--- config.mk ---
export PLATFORM = sky130hd
export DESIGN_NAME = mem_port_arbiter
export DESIGN_NICKNAME = d
export VERILOG_FILES = /design/src/rtl/mem_port_arbiter_pkg.sv /design/src/rtl/mem_port_arbiter_rr_arb2.sv /design/src/rtl/mem_port_arbiter.sv
export SDC_FILE = /design/constraint.sdc
export NUM_CORES = 1
export LEC_CHECK = 0
export CORE_ASPECT_RATIO = 1.75
export CORE_MARGIN = 4
export CORE_UTILIZATION = 41
export DETAILED_ROUTE_END_ITERATION = 6
export PLACE_DENSITY_LB_ADDON = 0.1
export SYNTH_ARGS = -nofsm -noshare
export SYNTH_HDL_FRONTEND = slang
export SYNTH_SLANG_ARGS = --single-unit
--- constraint.sdc ---
create_clock -name Clk -period 4.24 [get_ports Clk]
set_input_delay 0.636 -clock Clk [delete_from_list [all_inputs] [get_ports Clk]]
set_output_delay 0.636 -clock Clk [all_outputs]
set_load 0.01 [all_outputs]
--- src/rtl/mem_port_arbiter_pkg.sv ---
// Shared definitions for the RAM port arbiter: FSM state encoding,
// the fixed fetch opcode and the requester identifiers.
package mem_port_arbiter_pkg;

    typedef enum logic [1:0] {
        ST_IDLE  = 2'd0,
        ST_ISSUE = 2'd1,
        ST_WAIT  = 2'd2,
        ST_DONE  = 2'd3
    } state_e;

    localparam logic [5:0] OP_LW = 6'b000000;

    localparam logic REQ_IF   = 1'b0;
    localparam logic REQ_DATA = 1'b1;

endpackage

--- src/rtl/mem_port_arbiter_rr_arb2.sv ---
// Two-request round-robin picker. On a tie the requester that did not
// win last time is chosen; the history register is updated by the
// owner of the port when its access completes.
module mem_port_arbiter_rr_arb2
    import mem_port_arbiter_pkg::*;
(
    input  logic clk,
    input  logic rst_n,
    input  logic req_if,
    input  logic req_data,
    input  logic update,
    input  logic upd_id,
    output logic winner
);

    logic last_q;
    logic last_d;

    // Record the requester that just finished.
    always_comb begin
        last_d = last_q;
        if (update) begin
            last_d = upd_id;
        end
    end

    // History register; starts as data so fetch wins the first tie.
    always_ff @(posedge clk or negedge rst_n) begin
        if (!rst_n) begin
            last_q <= REQ_DATA;
        end else begin
            last_q <= last_d;
        end
    end

    // Combinational winner selection.
    always_comb begin
        if (req_if && req_data) begin
            winner = ~last_q;
        end else if (req_data) begin
            winner = REQ_DATA;
        end else begin
            winner = REQ_IF;
        end
    end

endmodule

--- src/rtl/mem_port_arbiter.sv ---
// Shared RAM port sequencer for the fetch and load/store paths.
// Grants one requester, latches its access, holds the RAM strobe until
// MFC and returns read data with a one-cycle done pulse.
// Optional abort of stuck accesses: define MEM_TIMEOUT_EN.
module mem_port_arbiter
    import mem_port_arbiter_pkg::*;
#(
    parameter int ADDR_W  = 32,
    parameter int DATA_W  = 32,
    parameter int TIMEOUT = 64
) (
    input  logic              Clk,
    input  logic              RESET_n,
    input  logic              if_req,
    input  logic [ADDR_W-1:0] if_addr,
    output logic              if_grant,
    output logic              if_done,
    input  logic              data_req,
    input  logic [5:0]        data_op,
    input  logic [ADDR_W-1:0] data_addr,
    input  logic [DATA_W-1:0] data_wdata,
    output logic              data_grant,
    output logic              data_done,
    output logic [DATA_W-1:0] rdata,
    output logic              mem_err,
    output logic              RAM_enable,
    output logic [5:0]        RAM_OpCode,
    output logic [ADDR_W-1:0] RAM_addr,
    output logic [DATA_W-1:0] RAM_wdata,
    input  logic [DATA_W-1:0] RAM_rdata,
    input  logic              MFC
);

    if (TIMEOUT < 1) begin : g_timeout_chk
        $error("TIMEOUT must be at least 1");
    end

    state_e            state_q, state_d;
    logic              owner_q, owner_d;
    logic              en_q, en_d;
    logic [5:0]        op_q, op_d;
    logic [ADDR_W-1:0] addr_q, addr_d;
    logic [DATA_W-1:0] wdata_q, wdata_d;
    logic [DATA_W-1:0] rdata_q, rdata_d;
    logic              winner;
    logic              arb_update;

`ifdef MEM_TIMEOUT_EN
    localparam int CNT_W = $clog2(TIMEOUT + 1);
    localparam logic [CNT_W-1:0] CNT_LAST = CNT_W'(TIMEOUT - 1);
    logic [CNT_W-1:0] cnt_q, cnt_d;
    logic             err_q, err_d;
`endif

    mem_port_arbiter_rr_arb2 u_arb (
        .clk      (Clk),
        .rst_n    (RESET_n),
        .req_if   (if_req),
        .req_data (data_req),
        .update   (arb_update),
        .upd_id   (owner_q),
        .winner   (winner)
    );

    // Next-state and latched access fields.
    always_comb begin
        state_d    = state_q;
        owner_d    = owner_q;
        en_d       = en_q;
        op_d       = op_q;
        addr_d     = addr_q;
        wdata_d    = wdata_q;
        rdata_d    = rdata_q;
        arb_update = 1'b0;
`ifdef MEM_TIMEOUT_EN
        cnt_d      = cnt_q;
        err_d      = err_q;
`endif
        case (state_q)
            ST_IDLE: begin
                if (if_req || data_req) begin
                    owner_d = winner;
                    en_d    = 1'b1;
                    state_d = ST_ISSUE;
                    if (winner == REQ_IF) begin
                        addr_d = if_addr;
                        op_d   = OP_LW;
                    end else begin
                        addr_d  = data_addr;
                        op_d    = data_op;
                        wdata_d = data_wdata;
                    end
                end
            end
            ST_ISSUE: begin
                state_d = ST_WAIT;
`ifdef MEM_TIMEOUT_EN
                cnt_d   = '0;
`endif
            end
            ST_WAIT: begin
                if (MFC) begin
                    rdata_d = RAM_rdata;
                    en_d    = 1'b0;
                    state_d = ST_DONE;
                end
`ifdef MEM_TIMEOUT_EN
                else if (cnt_q == CNT_LAST) begin
                    rdata_d = '0;
                    en_d    = 1'b0;
                    err_d   = 1'b1;
                    state_d = ST_DONE;
                end else begin
                    cnt_d = cnt_q + 1'b1;
                end
`endif
            end
            ST_DONE: begin
                arb_update = 1'b1;
                state_d    = ST_IDLE;
`ifdef MEM_TIMEOUT_EN
                err_d      = 1'b0;
`endif
            end
            default: state_d = ST_IDLE;
        endcase
    end

    // State and access registers; reset drops the strobe immediately.
    always_ff @(posedge Clk or negedge RESET_n) begin
        if (!RESET_n) begin
            state_q <= ST_IDLE;
            owner_q <= REQ_IF;
            en_q    <= 1'b0;
            op_q    <= '0;
            addr_q  <= '0;
            wdata_q <= '0;
            rdata_q <= '0;
        end else begin
            state_q <= state_d;
            owner_q <= owner_d;
            en_q    <= en_d;
            op_q    <= op_d;
            addr_q  <= addr_d;
            wdata_q <= wdata_d;
            rdata_q <= rdata_d;
        end
    end

`ifdef MEM_TIMEOUT_EN
    // WAIT-cycle counter and abort flag.
    always_ff @(posedge Clk or negedge RESET_n) begin
        if (!RESET_n) begin
            cnt_q <= '0;
            err_q <= 1'b0;
        end else begin
            cnt_q <= cnt_d;
            err_q <= err_d;
        end
    end
    assign mem_err = (state_q == ST_DONE) && err_q;
`else
    assign mem_err = 1'b0;
`endif

    assign if_grant   = (state_q != ST_IDLE) && (owner_q == REQ_IF);
    assign data_grant = (state_q != ST_IDLE) && (owner_q == REQ_DATA);
    assign if_done    = (state_q == ST_DONE) && (owner_q == REQ_IF);
    assign data_done  = (state_q == ST_DONE) && (owner_q == REQ_DATA);
    assign rdata      = rdata_q;
    assign RAM_enable = en_q;
    assign RAM_OpCode = op_q;
    assign RAM_addr   = addr_q;
    assign RAM_wdata  = wdata_q;

endmodule

## After elaboration in Yosys (flattened, before gate mapping)

Index checks and enable logic that the tools add are counted.

| cells by class | value |
|---|---|
| eq/ne operators | 5 |
| muxes and demuxes | 11 |
| bitwise operators | 2 |
| reduce and logical (&&, ||, !) cells | 14 |

Operators by type and width:

| kind | number |
|---|---|
| $mux 32 | 1 |
| $pmux 2 s4 | 1 |
| $mux 6 | 1 |
| $reduce_and 2->1 | 3 |
| $reduce_and 3->1 | 2 |
| $logic_and 1x1->1 | 5 |
| $mux 1 | 5 |
| $eq 2x2->1 const B | 2 |
| $mux 2 | 2 |
| $ne 2x2->1 const B | 2 |
| $reduce_bool 2->1 | 2 |
| $eq 2x1->1 const B | 1 |
| $logic_not 2->1 | 1 |
| $not 1->1 | 2 |
| $pmux 1 s2 | 1 |
| $logic_or 1x1->1 | 1 |

| word-level totals | value |
|---|---|
| register bits | 107 |
| input bits | 139 |

## Longest topological paths before layout

Gate-level depths: netlist of the first run.

| depth | value |
|---|---|
| depth in word-level cells | 3 |
| mapped depth | 7 |
| gate-level depth less buffers | 5 |

## Hierarchy

A second synthesis of the first run with hierarchy kept.

| second synthesis, totals | value |
|---|---|
| cell total of the unflattened synthesis | 318 |
| area, all modules | 4,366.7 um2 |

Modules (own cells, without submodules):

| module | times used | cells an instance | area each (um2) |
|---|---|---|---|
| mem_port_arbiter | 1 | 315 | 4,317.9 |
| mem_port_arbiter_rr_arb2 | 1 | 3 | 48.8 |

## Worst setup path after synthesis of the first run

No wires, ideal clock.

| timing path | value |
|---|---|
| path type | input port to flip-flop |
| start | input port data_req |
| end | register wdata_q[28] (netlist: RAM_wdata[28]) |
| setup time | 0.125 ns |
| arrival time | 1.572 ns |
| required time | 4.115 ns |
| path slack | 2.543 ns |
| stages | 5 |
| path buffers | 2 |
| cell sequence | a21boi_2 and2_4 buf_6 buf_6 mux2_4 |

| between the ends | value |
|---|---|
| longest elaborated chain between the ends | 3 |
| elaborated cells on any way between the ends | 5 |
| classes of those cells | mux: 2; reduce/logical: 3 |

RTL lines:

| element | RTL line | source |
|---|---|---|
| from (decl) | mem_port_arbiter.sv:18 | `input logic data_req,` |
| $mux 1 or $logic_and 1x1->1 (tied branches) | mem_port_arbiter_rr_arb2.sv:40, mem_port_arbiter_rr_arb2.sv:38 |  |
| $mux 1 | mem_port_arbiter_rr_arb2.sv:38 | `if (req_if && req_data) begin` |
| $reduce_and 3->1 (no line) * | n/a |  |
| to (signal assigned) | mem_port_arbiter.sv:145 | `wdata_q <= wdata_d;` |
| to (decl) | mem_port_arbiter.sv:43 | `logic [DATA_W-1:0] wdata_q, wdata_d;` |

Every way passes the cells marked *; elsewhere a longest branch is shown, timed or not.
A chain may end at the register's enable or synchronous reset.

## Worst setup path in the final report of the first run

| timing path | value |
|---|---|
| start | input port data_req |
| end | register wdata_q[26] (netlist: RAM_wdata[26]) |

Same word-level chain as after synthesis.

==> metrics.md, run 1 <==
| Metric | Value |
|---|---|
| Crit path from | `data_req` |
| Rel. slew slack | `20.82%` |
| Final hold violations | `0` |
| Static Leak | `slightly above 3 nW` |
| Die Width | `85.81 um` |
| Ports | `247` |
| Internal power | `roughly 0.0036 W` |
| Reg2Reg Depth | `5` |
| Area leader, netlist | `dfrtp_1` |
| Crit path to | `RAM_wdata[26]` |
| Reg clk slew, reported paths | `0.07 ns` |
| NetSw | `0.001654 W` |
| First-pass GRT wire length | `19650 um` |
| Area grow syn2layout | `65.70%` |
| Core Box Area | `a little over 0.01 sq mm` |
| Flops & latches, synth | `107` |
| Syn nets | `497` |
| Largest net degree at the start of global routing | `73` |
| Synth top area share | `61.06%` |
| Total power | `about 0.0052 W` |
| GR Overflow Total | `0` |
| FP Rows | `49` |
| Met3 wire length | `1092 um` |
| Port Buffers | `roughly 250` |
| Vias | `3604` |
| Clock power share | `17.1%` |
| Final slew viol count | `0` |
| Post-synthesis cell count | `354` |
| P per Cell Area | `726.7 mW/mm^2` |
| CTS Buf Count | `9` |
| Vias in the first global route | `roughly 3.8k` |
| Crit. End Element | `flip-flop` |
| Htree depth | `3` |
| Tmin final | `2.555 ns` |
| Share of cells above drive strength 1 | `about 15%` |
| Nets@finish | `about 740` |
| Worst VDD drop | `between 0.3 and 0.4 mV` |
| Cts hold-fix bufs | `0` |
| Synth area leaders | `dfrtp_1 (61%), mux2_2 (16%), a21oi_1 (7.5%)` |
| CTS max path bufs | `2` |
| Status | `complete, no violations` |
| Post-route ant nets | `0` |
| Starting density of the core | `42.18%` |
| Residual DRC | `0` |
| Final wirelength | `12890 um` |
| Ant diodes | `0` |
| WL met1 | `4562 um` |
| Resized cells post-CTS | `0` |
| Yosys warns | `0` |
| Startpoint types | `primary input` |
| TNS Setup | `0 ns` |
| WL per Instance | `~18 um` |
| R2R Setup Slk | `around 2.1 ns` |
| R2r startpoint | `state_q[0]` |
| Die ar. | `0.01237 sq mm` |
| Async SR Flop Fraction | `100.0%` |
| Worst path required time | `4.46 ns` |
| Vias per cell | `between 4 and 5` |
| Placed insts | `slightly above 700` |
| Initial DRC count | `168` |
| Post-synth EDFFs | `0` |
| Yosys cell types | `26` |
| Worst Skew | `0.008360 ns` |
| Tcrit/Tclk final | `roughly 60%` |
| Final setup violating endpoints | `0` |
| Number of setup buffers added after CTS | `0` |
| Fill cells | `762` |
| Initial antenna violation count | `0` |
| Placed wire-length estimate | `9695 um` |
| Highest routed layer | `met4` |
| Worst hold path class | `primary input to async pin` |
| Synth Flop Type | `dfrtp_1` |
| Gr usage total | `20.55%` |
| Cell Area, Synth | `0.004344 sq mm` |
| Logic pwr share | `48.1%` |
| Most common cell in the synthesized netlist | `dfrtp_1` |
| Seq pwr share | `34.8%` |
| # Max-Cap Violations | `0` |
| Max Clock Freq | `391.4 MHz` |
| # clock sinks | `107` |
| Multi-input gate area | `0.001554 sq mm` |
| CP Class | `primary input to flip-flop` |
| Post-route insts no fill | `a little over 700` |
| Root buffer cell | `clkbuf_16` |
| Sw frac | `31.62%` |
| TritonCTS clock tree | `done` |
| Avg Cell Area, Syn | `approximately 12 sq um` |
| Clock Latency Late Sink | `0.34 ns` |
| Arrival time at the worst endpoint | `2.77 ns` |
| Die Height | `144.2 um` |
| Unrepaired setup endpoints after global routing | `false` |
| WL met2 | `a little under 7000 um` |
| Least-Margin Pin Slew | `1.188 ns` |
| R2R Path End | `RAM_addr[5]` |
| Seq/Total Area, Yosys | `61.66%` |
| GP Congestion | `0.8380` |
| Most frequent cells after synthesis | `dfrtp_1 (106), a21oi_1 (65), mux2_2 (63)` |
| Pre-antenna DRT Iters | `4` |
| FF+latch area | `about 0.0027 sq mm` |
| Crit-path max FO | `39` |
## metal layers
| metal | vias up | track usage [%] |
|---|---|---|
| li1 | 1688 | - |
| met1 | 1708 | 22.59 |
| met2 | 181 | 36.35 |
| met3 | 27 | 6.214 |
| met4 | 0 | 8.924 |
| met5 | - | 0 |
## stage by stage
stage	hold slack (ns)	area (sq um)	util (%)	setup WS [ns]
2_1_floorplan	0.3404	4344	-	2.543
3_3_place_gp	0.4867	6872	66.72	1.393
3_5_place_dp	0.4906	6872	66.72	1.322
4_1_cts	0.4521	7198	69.89	1.691
5_1_grt	0.4824	7198	69.89	1.593
6_report	0.4086	7198	69.89	1.685
## power groups by stage
stage                     registers, W  clock network (W)  logic, W
after detailed placement       0.00184                  0   0.00256
after floorplan                0.00206                  0  0.000896
after CTS                      0.00182           0.000926   0.00257
after global placement         0.00181                  0   0.00249
after global routing           0.00190           0.000967   0.00270
final                          0.00182           0.000896   0.00252
## worst min-delay path by stage
stage / startpoint / end
after detailed placement: RAM_OpCode[0] / RAM_OpCode[0]
final: RESET_n / RAM_wdata[9]
after global routing: RESET_n / RAM_wdata[9]
after global placement: rdata[20] / rdata[20]
after floorplan: RESET_n / RAM_OpCode[0]
after CTS: RESET_n / RAM_wdata[9]
## final cells by class
cell class | instances | area share (%)
clock buffer | 10 | 3.320
clock inverter | 6 | 1.217
inverter | 2 | 0.1043
multi-input combinational | 224 | 21.59
sequential | 107 | 37.22
tap | 127 | 2.208
timing repair buffer | 248 | 34.35
## state kept, by name, indices dropped and copies added, names as in the netlist
name	cells
RAM_OpCode	6
RAM_addr	32
RAM_enable	1
RAM_wdata	32
owner_q	1
rdata	32
state_q	2
u_arb.last_q	1
## cell usage in the layout (no fill, tap or decap), drive strengths merged
cell type      Yosys  layout
clkdlybuf4s50      0     244
dfrtp            106     106
mux2              66      66
a21oi             65      65
nand2             35      35
nor2              34      34
clkbuf             7      10
a22o               6       6
ha                 4       4
buf               14       4
nor2b              3       3
inv                2       3
clkinv             0       3
bufinv             0       2
and2               2       2
o21ai              2       2
a21bo              1       1
a21boi             1       1
o21a               1       1
o22a               1       1
a21o               1       1
o311ai             1       1
conb               1       1
dfstp              1       1
## worst max-delay path: stages
cell	delay (ns)
clkdlybuf4s50_1	0.63
a21boi_2	0.20
buf_4	0.34
and2_4	0.55
mux2_2	0.40
## kinds of logic after synthesis
kind of cell	after synthesis	share of synthesized area [%]
AO/OA/AOI/OAI	79	10.17
adder cells (fa/ha/maj)	4	1.152
buffers and inverters	23	2.823
flip-flops	107	61.66
multiplexers	66	17.37
other	1	0.08632
AND/OR/NAND/NOR	74	6.740
Note: power is estimated with default switching activity, not from simulation.
==> run 2, diff against run 1 <==
--- a/config.mk
+++ b/config.mk
@@ -7,7 +7,7 @@
 export LEC_CHECK = 0
 export CORE_ASPECT_RATIO = 1.75
 export CORE_MARGIN = 4
-export CORE_UTILIZATION = 41
+export CORE_UTILIZATION = 38
 export DETAILED_ROUTE_END_ITERATION = 6
 export PLACE_DENSITY_LB_ADDON = 0.1
 export SYNTH_ARGS = -nofsm -noshare
==> constraint.sdc (replaced) <==
create_clock -name Clk -period 2.5 [get_ports Clk]
set_input_delay 0.375 -clock Clk [delete_from_list [all_inputs] [get_ports Clk]]
set_output_delay 0.375 -clock Clk [all_outputs]
set_load 0.01 [all_outputs]
==> run 2 against run 1 <==
Clock skew grew 0.00095 ns; critical path depth shrank 1; core utilization shrank 4.7 points; final area grew 1.2%; register-to-register slack lost 1.4 ns; critical endpoint is now data_grant; highest routed layer unchanged.
==> metrics.md, run 2 (synthesis results as in run 1) <==
| Metric | Value |
|---|---|
| Status | `complete, no violations` |
| Worst Skew | `0.009313 ns (+0.0009531 ns)` |
| Delay-heaviest family, CP | `buffers and inverters` |
| Vias | `3650 (+1.3%)` |
| Clock Latency Late Sink | `0.34 ns (about the same)` |
| Pre-antenna DRT Iters | `4 (unchanged)` |
| CP Class | `flip-flop to primary output` |
| Die Height | `149.4 um (+3.7%)` |
| Cts hold-fix bufs | `0 (unchanged)` |
| Port Buffers | `245 (unchanged)` |
| Fill cells | `879 (+15%)` |
| Bufs and invs on worst path | `2 (unchanged)` |
| Static Leak | `3.063 nW (+1.2%)` |
| TNS Setup | `0 ns (unchanged)` |
| Highest-delay cell along the critical path | `clkdlybuf4s50_1` |
| First-pass GRT wire length | `20220 um (+2.9%)` |
| Resized cells post-CTS | `0 (unchanged)` |
| CTS Buf Count | `9 (unchanged)` |
| Tcrit/Tclk final | `87.41%` |
| Residual DRC | `0 (unchanged)` |
| Htree depth | `3 (unchanged)` |
| Root buffer cell | `clkbuf_16` |
| Unrepaired setup endpoints after global routing | `false` |
| Ant diodes | `0 (unchanged)` |
| Crit path from | `state_q[0]` |
| Number of setup buffers added after CTS | `0 (unchanged)` |
| Ports | `247 (unchanged)` |
| Tmin final | `~2.2 ns` |
| # clock sinks | `107 (unchanged)` |
| Final slew viol count | `0 (unchanged)` |
| Gr usage total | `20.18% (-0.37 points)` |
| Final hold violations | `0 (unchanged)` |
| Total power | `0.008930 W (+71%)` |
| Rel. slew slack | `62.41% (+42 points)` |
| Least-Margin Pin Slew | `0.5639 ns (-0.6237 ns)` |
| Crit. End Element | `primary output` |
| TritonCTS clock tree | `done` |
| Initial DRC count | `68 (-60%)` |
| GR Overflow Total | `0 (unchanged)` |
| PnR worst setup slack | `0.3147 ns (-1.370 ns)` |
| GP Congestion | `0.8058 (-3.8%)` |
| R2r startpoint | `state_q[0]` |
| Crit-path max FO | `5 (-87%)` |
| Core Box Area | `0.01117 sq mm (+8.4%)` |
| Nets@finish | `741 (+0.82%)` |
| Critical path's largest stage delay | `0.58 ns (-0.05 ns)` |
| Post-place setup slack | `0.3333 ns (-0.9886 ns)` |
| Share of cells above drive strength 1 | `16.09% (+0.84 points)` |
| Vias per cell | `4.966 (-0.24%)` |
| P per Cell Area | `1226 mW/mm^2 (+69%)` |
| Vias in the first global route | `3910 (+2.2%)` |
| Worst path cell trace | `inv_1, ha_1, nor2b_1, clkdlybuf4s50_1` |
| Starting density of the core | `38.90% (-3.3 points)` |
| Initial antenna violation count | `0 (unchanged)` |
| Die ar. | `0.01327 sq mm (+7.3%)` |
| Final setup violating endpoints | `0 (unchanged)` |
| CTS max path bufs | `2 (unchanged)` |
| Die Width | `88.83 um (+3.5%)` |
| Final wirelength | `13360 um (+3.7%)` |
| FP Rows | `51 (+4.1%)` |
| Worst path required time | `2.12 ns (-2.34 ns)` |
| Reg clk slew, reported paths | `0.07 ns (about the same)` |
| Finished Cell Area | `0.007282 sq mm (+1.2%)` |
| Placed cell areas | `0.006960 sq mm (+1.3%)` |
| Max Clock Freq | `457.6 MHz` |
| Worst VDD drop | `0.6190 mV (+61%)` |
| Largest net degree at the start of global routing | `52 (-29%)` |
| Most frequent cells in the layout | `clkdlybuf4s50_1 (244), dfrtp_1 (106), a21oi_1 (65)` |
| Worst hold path class | `primary input to async pin` |
| WL per Instance | `18.18 um (+2.1%)` |
| Post-route ant nets | `0 (unchanged)` |
| Area grow syn2layout | `67.63%` |
| # Max-Cap Violations | `0 (unchanged)` |
| Placed wire-length estimate | `10120 um (+4.3%)` |
| Arrival time at the worst endpoint | `1.81 ns (-0.96 ns)` |
| Startpoint types | `flip-flop` |
| Most common cell after layout, fill and taps aside | `clkdlybuf4s50_1` |
[run 2: worst register-to-register path, delay by kind of cell, from the launching register on]
family	cells	cell delay, ns
buffers and inverters	1	0.11
DFF	1	0.40
muxes	1	0.42
and+or+nand+nor	1	0.50
adders and majority gates	1	0.31
[run 2: power breakdown]
| group | internal (W) | total [W] | switching, W |
|---|---|---|---|
| Sequential | 0.00263 | 0.00309 | 0.000465 |
| Clock | 0.000865 | 0.00150 | 0.000637 |
| Combinational | 0.00258 | 0.00434 | 0.00176 |
[run 2: metal layers]
layer  share of wire [%]  wire (um)  vias to the layer above  global-route usage (%)
li1                    -          -                     1701                       -
met1                  34       4574                     1756                   21.64
met2                  52       7011                      166                   35.45
met3                  10       1331                       27                   5.895
met4                 3.3        444                        0                   9.380
met5                   0          0                        -                       0
[run 2: per-stage QoR]
stage	util [%]	hold WS [ns]	instances
after detailed placement	62.33	0.4028	719
after CTS	65.21	0.02350	735
after global routing	65.21	0.05690	735
final	65.21	0.008850	735
after floorplan	-	0.07941	354
after global placement	62.33	0.3982	719
[run 2: worst paths after layout]
path / to / slack (ns) / depth (start not counted)
max: data_grant / 0.31 / 4
min: RAM_wdata[10] / 0.009 / 1
max reg2reg: RAM_wdata[9] / 0.66 / 4
min reg2reg: RAM_OpCode[5] / 0.50 / 1
max in group asynchronous: u_arb.last_q / 1.77 / 2
min in group Clk: RAM_OpCode[5] / 0.50 / 1
[run 2: final cells by class]
cell class / count / area (sq um) / share of cell area, %
Inverter: 2 / 7.507 / 0.1031
Sequential cell: 107 / 2679 / 36.79
Multi-Input combinational cell: 224 / 1554 / 21.34
Clock buffer: 12 / 266.5 / 3.660
Timing Repair Buffer: 254 / 2555 / 35.09
Tap cell: 132 / 165.2 / 2.268
Clock inverter: 4 / 55.05 / 0.7560
